[src/rtl/led4x4_scan_ctrl.sv]
// led4x4_scan_ctrl: bus-mapped 4x4 LED scan controller with per-LED 4-bit PWM,
// row sequencing with a blanking slot before every row, and frame-aligned brightness shadowing.
module led4x4_scan_ctrl #(
  parameter logic [15:0] RESET_PRESCALE = 16'd999
) (
  input  logic        clk,
  input  logic        reset,
  input  logic [31:0] address_in,
  input  logic        sel_in,
  input  logic        read_in,
  output logic [31:0] read_value_out,
  input  logic [3:0]  write_mask_in,
  input  logic [31:0] write_value_in,
  output logic        ready_out,
  output logic [3:0]  aled,
  output logic [3:0]  kled_tri
);

  typedef enum logic [1:0] {
    ST_IDLE   = 2'd0,
    ST_BLANK  = 2'd1,
    ST_ACTIVE = 2'd2
  } state_t;

  localparam logic [2:0] OFF_CTRL   = 3'd0;
  localparam logic [2:0] OFF_PRE    = 3'd1;
  localparam logic [2:0] OFF_LO     = 3'd2;
  localparam logic [2:0] OFF_HI     = 3'd3;
  localparam logic [2:0] OFF_STATUS = 3'd4;

  logic        r_enable, r_blank;
  logic [15:0] r_prescale, r_pc;
  logic [31:0] r_bright_lo, r_bright_hi;
  logic [63:0] r_shadow;
  state_t      r_state;
  logic [1:0]  r_row;
  logic [3:0]  r_phase;
  logic [7:0]  r_frame_cnt;
  logic [3:0]  r_aled, r_kled;

  logic [2:0]  w_off;
  logic        w_wr_ctrl, w_stop, w_tick, w_latch, w_busy;
  state_t      w_state_nxt;
  logic [1:0]  w_row_nxt;
  logic [3:0]  w_phase_nxt, w_aled_nxt, w_kled_nxt;
  logic [7:0]  w_frame_nxt;
  logic [31:0] w_rd;
  logic        w_unused_bits;

  assign w_off     = address_in[4:2];
  assign w_wr_ctrl = sel_in && (w_off == OFF_CTRL) && write_mask_in[0];
  // Clearing enable must silence the matrix on the very next edge, not one cycle later.
  assign w_stop    = w_wr_ctrl && !write_value_in[0];
  assign w_tick    = (r_pc >= r_prescale);
  assign w_busy    = (r_state != ST_IDLE);
  assign ready_out = sel_in;
  assign aled      = r_aled;
  assign kled_tri  = r_kled;
  assign w_unused_bits = ^{read_in, address_in[31:5], address_in[1:0]};

  // Bus-visible configuration registers with independent byte lanes
  always_ff @(posedge clk or negedge reset) begin
    if (!reset) begin
      r_enable    <= 1'b0;
      r_blank     <= 1'b0;
      r_prescale  <= RESET_PRESCALE;
      r_bright_lo <= 32'd0;
      r_bright_hi <= 32'd0;
    end else begin
      if (w_wr_ctrl) begin
        r_enable <= write_value_in[0];
        r_blank  <= write_value_in[1];
      end
      for (int b = 0; b < 2; b++) begin
        if (sel_in && (w_off == OFF_PRE) && write_mask_in[b])
          r_prescale[b*8 +: 8] <= write_value_in[b*8 +: 8];
      end
      for (int b = 0; b < 4; b++) begin
        if (sel_in && (w_off == OFF_LO) && write_mask_in[b])
          r_bright_lo[b*8 +: 8] <= write_value_in[b*8 +: 8];
        if (sel_in && (w_off == OFF_HI) && write_mask_in[b])
          r_bright_hi[b*8 +: 8] <= write_value_in[b*8 +: 8];
      end
    end
  end

  // PWM tick prescaler, parked at zero while idle
  always_ff @(posedge clk or negedge reset) begin
    if (!reset)                            r_pc <= 16'd0;
    else if (r_state == ST_IDLE || w_stop) r_pc <= 16'd0;
    else if (w_tick)                       r_pc <= 16'd0;
    else                                   r_pc <= r_pc + 16'd1;
  end

  // FSM state register together with row, phase and frame counters
  always_ff @(posedge clk or negedge reset) begin
    if (!reset) begin
      r_state     <= ST_IDLE;
      r_row       <= 2'd0;
      r_phase     <= 4'd0;
      r_frame_cnt <= 8'd0;
    end else begin
      r_state     <= w_state_nxt;
      r_row       <= w_row_nxt;
      r_phase     <= w_phase_nxt;
      r_frame_cnt <= w_frame_nxt;
    end
  end

  // Next-state logic for the blank/active row sequencer
  always_comb begin
    w_state_nxt = r_state;
    w_row_nxt   = r_row;
    w_phase_nxt = r_phase;
    w_frame_nxt = r_frame_cnt;
    w_latch     = 1'b0;
    if (w_stop) begin
      w_state_nxt = ST_IDLE;
      w_row_nxt   = 2'd0;
      w_phase_nxt = 4'd0;
    end else begin
      case (r_state)
        ST_IDLE: begin
          w_row_nxt   = 2'd0;
          w_phase_nxt = 4'd0;
          if (r_enable) begin
            w_state_nxt = ST_BLANK;
            w_latch     = 1'b1;
          end else begin
            w_state_nxt = ST_IDLE;
          end
        end
        ST_BLANK: begin
          if (w_tick) begin
            w_state_nxt = ST_ACTIVE;
            w_phase_nxt = 4'd0;
          end else begin
            w_state_nxt = ST_BLANK;
          end
        end
        ST_ACTIVE: begin
          if (w_tick && r_phase == 4'd15) begin
            w_state_nxt = ST_BLANK;
            w_phase_nxt = 4'd0;
            w_row_nxt   = r_row + 2'd1;
            // Shadow reload only at the frame boundary keeps a frame tear-free.
            if (r_row == 2'd3) begin
              w_frame_nxt = r_frame_cnt + 8'd1;
              w_latch     = 1'b1;
            end else begin
              w_frame_nxt = r_frame_cnt;
            end
          end else if (w_tick) begin
            w_phase_nxt = r_phase + 4'd1;
          end else begin
            w_phase_nxt = r_phase;
          end
        end
        default: begin
          w_state_nxt = ST_IDLE;
          w_row_nxt   = 2'd0;
          w_phase_nxt = 4'd0;
        end
      endcase
    end
  end

  // Brightness shadow copy used for the whole frame
  always_ff @(posedge clk or negedge reset) begin
    if (!reset)       r_shadow <= 64'd0;
    else if (w_latch) r_shadow <= {r_bright_hi, r_bright_lo};
    else              r_shadow <= r_shadow;
  end

  // Output decode: anode one-hot plus PWM compare per column
  always_comb begin
    w_aled_nxt = 4'b0000;
    w_kled_nxt = 4'hF;
    if (!w_stop && r_state == ST_ACTIVE) begin
      w_aled_nxt = 4'b0001 << r_row;
      for (int c = 0; c < 4; c++) begin
        w_kled_nxt[c] = r_blank | !(r_shadow[{r_row, 2'(c), 2'b00} +: 4] > r_phase);
      end
    end else begin
      w_aled_nxt = 4'b0000;
      w_kled_nxt = 4'hF;
    end
  end

  // Registered pad drive
  always_ff @(posedge clk or negedge reset) begin
    if (!reset) begin
      r_aled <= 4'b0000;
      r_kled <= 4'hF;
    end else begin
      r_aled <= w_aled_nxt;
      r_kled <= w_kled_nxt;
    end
  end

  // Combinational read mux
  always_comb begin
    w_rd = 32'd0;
    case (w_off)
      OFF_CTRL:   w_rd = {30'd0, r_blank, r_enable};
      OFF_PRE:    w_rd = {16'd0, r_prescale};
      OFF_LO:     w_rd = r_bright_lo;
      OFF_HI:     w_rd = r_bright_hi;
      OFF_STATUS: w_rd = {21'd0, w_busy, r_row, r_frame_cnt};
      default:    w_rd = 32'd0;
    endcase
  end

  assign read_value_out = (sel_in && reset) ? w_rd : 32'd0;

endmodule

[config.mk]
export PLATFORM = sky130hd
export DESIGN_NAME = led4x4_scan_ctrl
export DESIGN_NICKNAME = d
export VERILOG_FILES = /design/src/rtl/led4x4_scan_ctrl.sv
export SDC_FILE = /design/constraint.sdc
export NUM_CORES = 1
export LEC_CHECK = 0
export CAP_MARGIN = 20
export CELL_PAD_IN_SITES_DETAIL_PLACEMENT = 0
export CELL_PAD_IN_SITES_GLOBAL_PLACEMENT = 1
export CORE_UTILIZATION = 47
export CTS_BUF_LIST = sky130_fd_sc_hd__clkbuf_4
export CTS_CLUSTER_SIZE = 20
export DETAILED_ROUTE_END_ITERATION = 6
export GPL_ROUTABILITY_DRIVEN = 0
export PLACE_DENSITY = 0.83
export REMOVE_ABC_BUFFERS = 1
export SETUP_SLACK_MARGIN = 0.02
export SYNTH_ARGS = -nofsm -noshare
export SYNTH_HDL_FRONTEND = slang
export SYNTH_SLANG_ARGS = --single-unit
[constraint.sdc]
create_clock -name clk -period 3.37 [get_ports clk]
set_clock_uncertainty 0.2 [all_clocks]
set_input_delay 0.337 -clock clk [delete_from_list [all_inputs] [get_ports clk]]
set_output_delay 0.337 -clock clk [all_outputs]
set_load 0.005 [all_outputs]
# After elaboration in Yosys (flattened, before gate mapping)
# Cells that the tools add are included.
classes:
  eq_ne: 12
  n_bitwise: 5
  reduce_logical: 32
  mux: 24
  shift: 5
  add_sub_neg: 4
  order_cmp: 5
op_table:
  columns: ["cell", "count"]
  rows:
  - ["$shiftx 64x7->4", 4]
  - ["$pmux 32 s5", 1]
  - ["$mux 16", 2]
  - ["$mux 32", 1]
  - ["$mux 4", 6]
  - ["$logic_and 1x1->1", 19]
  - ["$add 16x1->16 const B", 1]
  - ["$ge 16x16->1", 1]
  - ["$gt 4x4->1", 4]
  - ["$mux 2", 5]
  - ["$add 8x1->8 const B", 1]
  - ["$pmux 4 s2", 1]
  - ["$eq 3x2->1 const B", 2]
  - ["$logic_not 1->1", 6]
  - ["$ne 3x3->1 const B", 2]
  - ["$pmux 2 s3", 1]
  - ["$mux 1", 5]
  - ["$add 4x1->4 const B", 1]
  - ["$eq 2x2->1 const B", 2]
  - ["$eq 4x4->1 const B", 1]
  - ["$ne 4x4->1 const B", 1]
  - ["$or 1x1->1", 4]
  - ["$pmux 2 s2", 1]
  - ["$reduce_and 2->1", 2]
  - ["other kinds (13)", 13]
totals:
  reg_bits: 186
  output_inout_bits: 41
  elab_cells: 107
  in_bits: 72

# Depth between registers and ports, before layout
depth:
  depth_word: 7
  ltp_mapped: 10
  ltp_nobuf: 9

# Worst setup path after synthesis
# No wires, ideal clock.
synth_timing:
  path_type: "register to register"
  start: "register r_row[0]"
  end: "register r_kled[2] (netlist: kled_tri[2])"
  path_stages_with_launch: 11
  required_ns: 3.109
  synth_period_minus_slack_ns: 2.847
  arrival_time_ns: 2.586
  slack_ns: 0.523
  n_path_buf: 2
  setup_time_ns: 0.061
  path_cell_list: "dfrtp_1 > clkbuf_1 > buf_2 > mux4_2 > ha_1 > nor2b_1 > o21ai_0 > nand2b_1 > a21oi_1 > a41oi_1 > nand2_1"
synth_between:
  elab_chain_cells: 5
synth_rtl:
  columns: ["item", "line_no", "rtl"]
  rows:
  - ["start: declaration", "36", "logic [1:0] r_row;"]
  - ["start signal: assignment", "104", "r_row <= w_row_nxt;"]
  - ["$shiftx 64x7->4", "182", "w_kled_nxt[c] = r_blank | !(r_shadow[{r_row, 2'(c), 2'b00} +: 4] > r_phase);"]
  - ["$gt 4x4->1", "182", null]
  - ["$logic_not 1->1", "182", null]
  - ["$or 1x1->1", "182", null]
  - ["$mux 4", "179", "if (!w_stop && r_state == ST_ACTIVE) begin"]
  - ["via w_kled_nxt[2]", "45", "logic [3:0] w_phase_nxt, w_aled_nxt, w_kled_nxt;"]
  - ["end signal: assignment", "197", "r_kled <= w_kled_nxt;"]
  - ["end: declaration", "39", "logic [3:0] r_aled, r_kled;"]
# The timed path passes the listed nets, and every way through them passes these cells.
# A chain may end at the register's enable or synchronous reset.

# Final worst setup path
layout_timing:
  start: "input address_in[2]"
  end: "output read_value_out[9]"
layout_between:
  elab_chain_cells: 3
  word_cells_on_any_way: 7
  cone_classes: "4 x eq/ne; 2 x mux; 1 x reduce/logical"
layout_rtl:
  columns: ["item", "line_no", "rtl"]
  rows:
  - ["start: declaration", "8", "input logic [31:0] address_in,"]
  - ["$eq 3x3->1 (tied with other cells)", "204", "case (w_off)"]
  - ["$pmux 32 s5 (*)", "204", null]
  - ["$mux 32 (*)", "214", "assign read_value_out = (sel_in && reset) ? w_rd : 32'd0;"]
  - ["end: declaration", "11", "output logic [31:0] read_value_out,"]
# Mark *: on every way between the ends. The rest lies on a longest branch, timed or not.

==> impl_metrics.toml <==
[timing]
setup_tns_ns = 0
setup_viol_count_final = 0
final-hold-violation-count = 0
fin_crit_ns = 3.242
fmax_mhz = 308.4
worst_slew_pin_slew_ns = 0.8320
rsz0062_at_grt = "false"
slew_viol_final = 0
fin_crit_sh_pct = 96.20
relSlewSlack_pct = 44.53

[yosys]
async_flop_share_pct = 100.0
yosysTopAreaCell = "dfrtp_1"
ys_ff_latch = 186
ys.flop_type = "dfrtp_1"
syn_inst = 739
avgSynthCellArea_um2 = 12.75
yosysUniqueCellTypes = 50
synth_top_area_share_pct = 46.23
yosys_warnings = 0
netlist_area_um2 = 9419
synth-edff-count = 0
seq_area_frac_synth_pct = 49.57
synthTopCellsByArea = "dfrtp_1 (46%), mux2_4 (9.6%), mux2_2 (9.4%)"

[detailed_routing]
wl_per_cell_um = 19.21
drc = 0
num_vias = 6150
via_per_inst = 5.551
wl_um = 21290
drt_iter0_markers = 429
ant_nets = 0
drtPass1Iterations = 7

[layout]
drive_gt1_share_pct = 27.32
finish.utilization_pct = 55.55
fin_nets = 940
fillers = 1627
area_growth_pct = 15.16
layout.cells.non_filler = 1108

[clocking]
ctsResizeCount = 0
cts_root_buffer = "clkbuf_4"
clkTransAtPathRegs_ns = 0.14
cts_setup_buffers = 0
clkLatencyLatePin_ns = 0.58
cts-htree-levels = 4
clock_sink_count = 186
cts_buffers = 17
cts_tree = "done"
clk_path_buf_depth = 2

[global_route]
grt_max_degree = 160
antenna_found_initial = 1
grtUsageTotal_pct = 22.17
grt_pass1_vias = 6423
grt_pass1_wl_um = 34550
grt-ovfl-total = 0

[setup_path]
worstPathRequired_ns = 2.83
crit_path_cell_trace = "clkdlybuf4s50_1, nor2b_1, and2_1, a22oi_1, a21oi_1, clkdlybuf4s50_1"
start_kind = "primary input"
path_class = "in -> out"
worst-r2r-cell-count = 8
critPathCaptureType = "primary output"
worstPathMaxFanout = 11
cp.arrival_ns = 2.71
rrSetupSlack_ns = 0.31
crit_slowest_cell = "clkdlybuf4s50_1"
crit_path_max_incr_delay_ns = 0.77
path_common_cell = "clkdlybuf4s50_1"

[status]
status = "complete, no violations"

[flow_run]
drv_cap = 0

[die]
start_util_pct = 48.24
ios = 113
fp.dieW_um = 143.6
core_area_um2 = 19530
num_rows = 51
die_area_um2 = 20610
die_y_um = 143.6

[placement]
dpl.cell_count = 1073
hpwlAfterDp_um = 15540
port-buffer-count = 82

[worst_hold_path]
hp-class = "in -> async"

[power]
p_per_area_nw_per_um2 = 597.9
leakagePower_nw = 4.815
peakVddDrop_mv = 0.2638
## path summary, 6_finish.rpt
kind / startpoint / to
worst max-delay path: address_in[2] / read_value_out[9]
worst min-delay path: reset / r_bright_lo[13]
worst max register to register: r_prescale[0] / r_shadow[0]
worst min register to register: r_frame_cnt[6] / r_frame_cnt[6]
max in group asynchronous: reset / r_shadow[10]
min in group clk: write_value_in[7] / r_prescale[7]
## report_power, final
part	internal [mW]	switching (mW)	total [mW]
clock network	0.377	0.768	1.15
logic	1.24	0.745	1.99
registers	2.87	0.484	3.35
## cell usage after synthesis (2+ instances only)
cell      count
dfrtp_1     174
and2_1        6
mux4_2       16
o21ai_0      23
mux2_2       79
nand4_1       8
nor3_1        6
nand2b_1      7
nand2_1      35
nand3_1      13
a21o_1        2
and3_1       12
dfstp_2      12
or4_1         3
ha_1         39
nor2b_1       9
o22a_1        2
buf_2         8
a221oi_1      2
buf_12        6
a41oi_1       4
nor2_1       60
clkbuf_1     19
a22oi_1      40
a21oi_1      17
a31oi_1       4
inv_1        30
xnor2_1      12
o211ai_1      3
xor2_1        9
mux2_4       60
## worst max-delay path: cells and delay by family
kind                   cells  cell delay (ns)
buffers and inverters      2             1.32
AO/OA/AOI/OAI              2             0.40
AND/OR/NAND/NOR            2             0.63
## repair_timing
item,4_1_cts,5_1_grt
hold endpoints to repair,145,0
hold buffers,2,0
setup endpoints to repair,0,0
## registers in the layout, summed over array words and instances (netlist names)
signal,count
r_bright_lo,32
r_prescale,16
aled,4
r_pc,16
r_enable,1
r_state,2
r_blank,1
r_bright_hi,32
r_frame_cnt,8
r_phase,4
r_row,2
kled_tri,4
r_shadow,64
## cells in the final DEF (no fill, tap or decap), types with 7 or more instances in the layout
cell and count:
a21oi_1 17, a22oi_1 40, and3_1 12, buf_4 17, clkbuf_4 18, clkdlybuf4s50_1 81, dfrtp_1 174, dfstp_2 12
ha_1 39, inv_1 30, mux2_2 79, mux2_4 60, mux4_2 16, nand2_1 35, nand2b_1 7, nand3_1 13
nand4_1 8, nor2_1 59, nor2b_1 9, o21ai_0 23, xnor2_1 12, xor2_1 9
## cells by family (layout without fill, tap and decap cells)
kind of cell	count (synthesis)	in the layout	share of synthesized area [%]
adder cells (fa/ha/maj)	39	39	5.181
other	0	1	0
multiplexers	155	155	22.83
AND/OR/NAND/NOR	167	167	8.674
AO/OA/AOI/OAI	106	106	7.931
XOR/XNOR	21	21	1.953
buffers and inverters	65	168	3.852
flip-flops	186	186	49.57
## layout make-up
cell class / instances / area [um2] / share of cell area (%)
multi-input combinational: 488 / 4394 / 40.51
clock buffer: 18 / 135.1 / 1.246
tap: 265 / 331.6 / 3.057
sequential: 186 / 4669 / 43.05
timing repair buffer: 106 / 1080 / 9.955
clock inverter: 14 / 121.4 / 1.119
antenna: 1 / 2.502 / 0.02307
inverter: 30 / 112.6 / 1.038
## per-stage QoR
stage | setup slack (ns) | area, um2 | hold WS, ns | total power, mW
3_5_place_dp | 0.1724 | 10560 | 0.03155 | 5.376
5_1_grt | 0.02722 | 10850 | 0.03582 | 6.872
6_report | 0.1279 | 10850 | 0.07336 | 6.485
3_3_place_gp | 0.1675 | 10560 | 0.02394 | 5.227
2_1_floorplan | 0.02933 | 9169 | -0.1586 | 4.733
4_1_cts | 0.1754 | 10840 | 0.03634 | 6.531
## metal layers
metal / vias up / track usage [%] / routed length (um)
met5: - / 0 / 0
met4: 0 / 7.279 / 405
met3: 26 / 3.299 / 706
met2: 128 / 36.33 / 10460
met1: 3147 / 30.25 / 9714
li1: 2849 / - / -
Note: power is estimated with default switching activity, not from simulation.
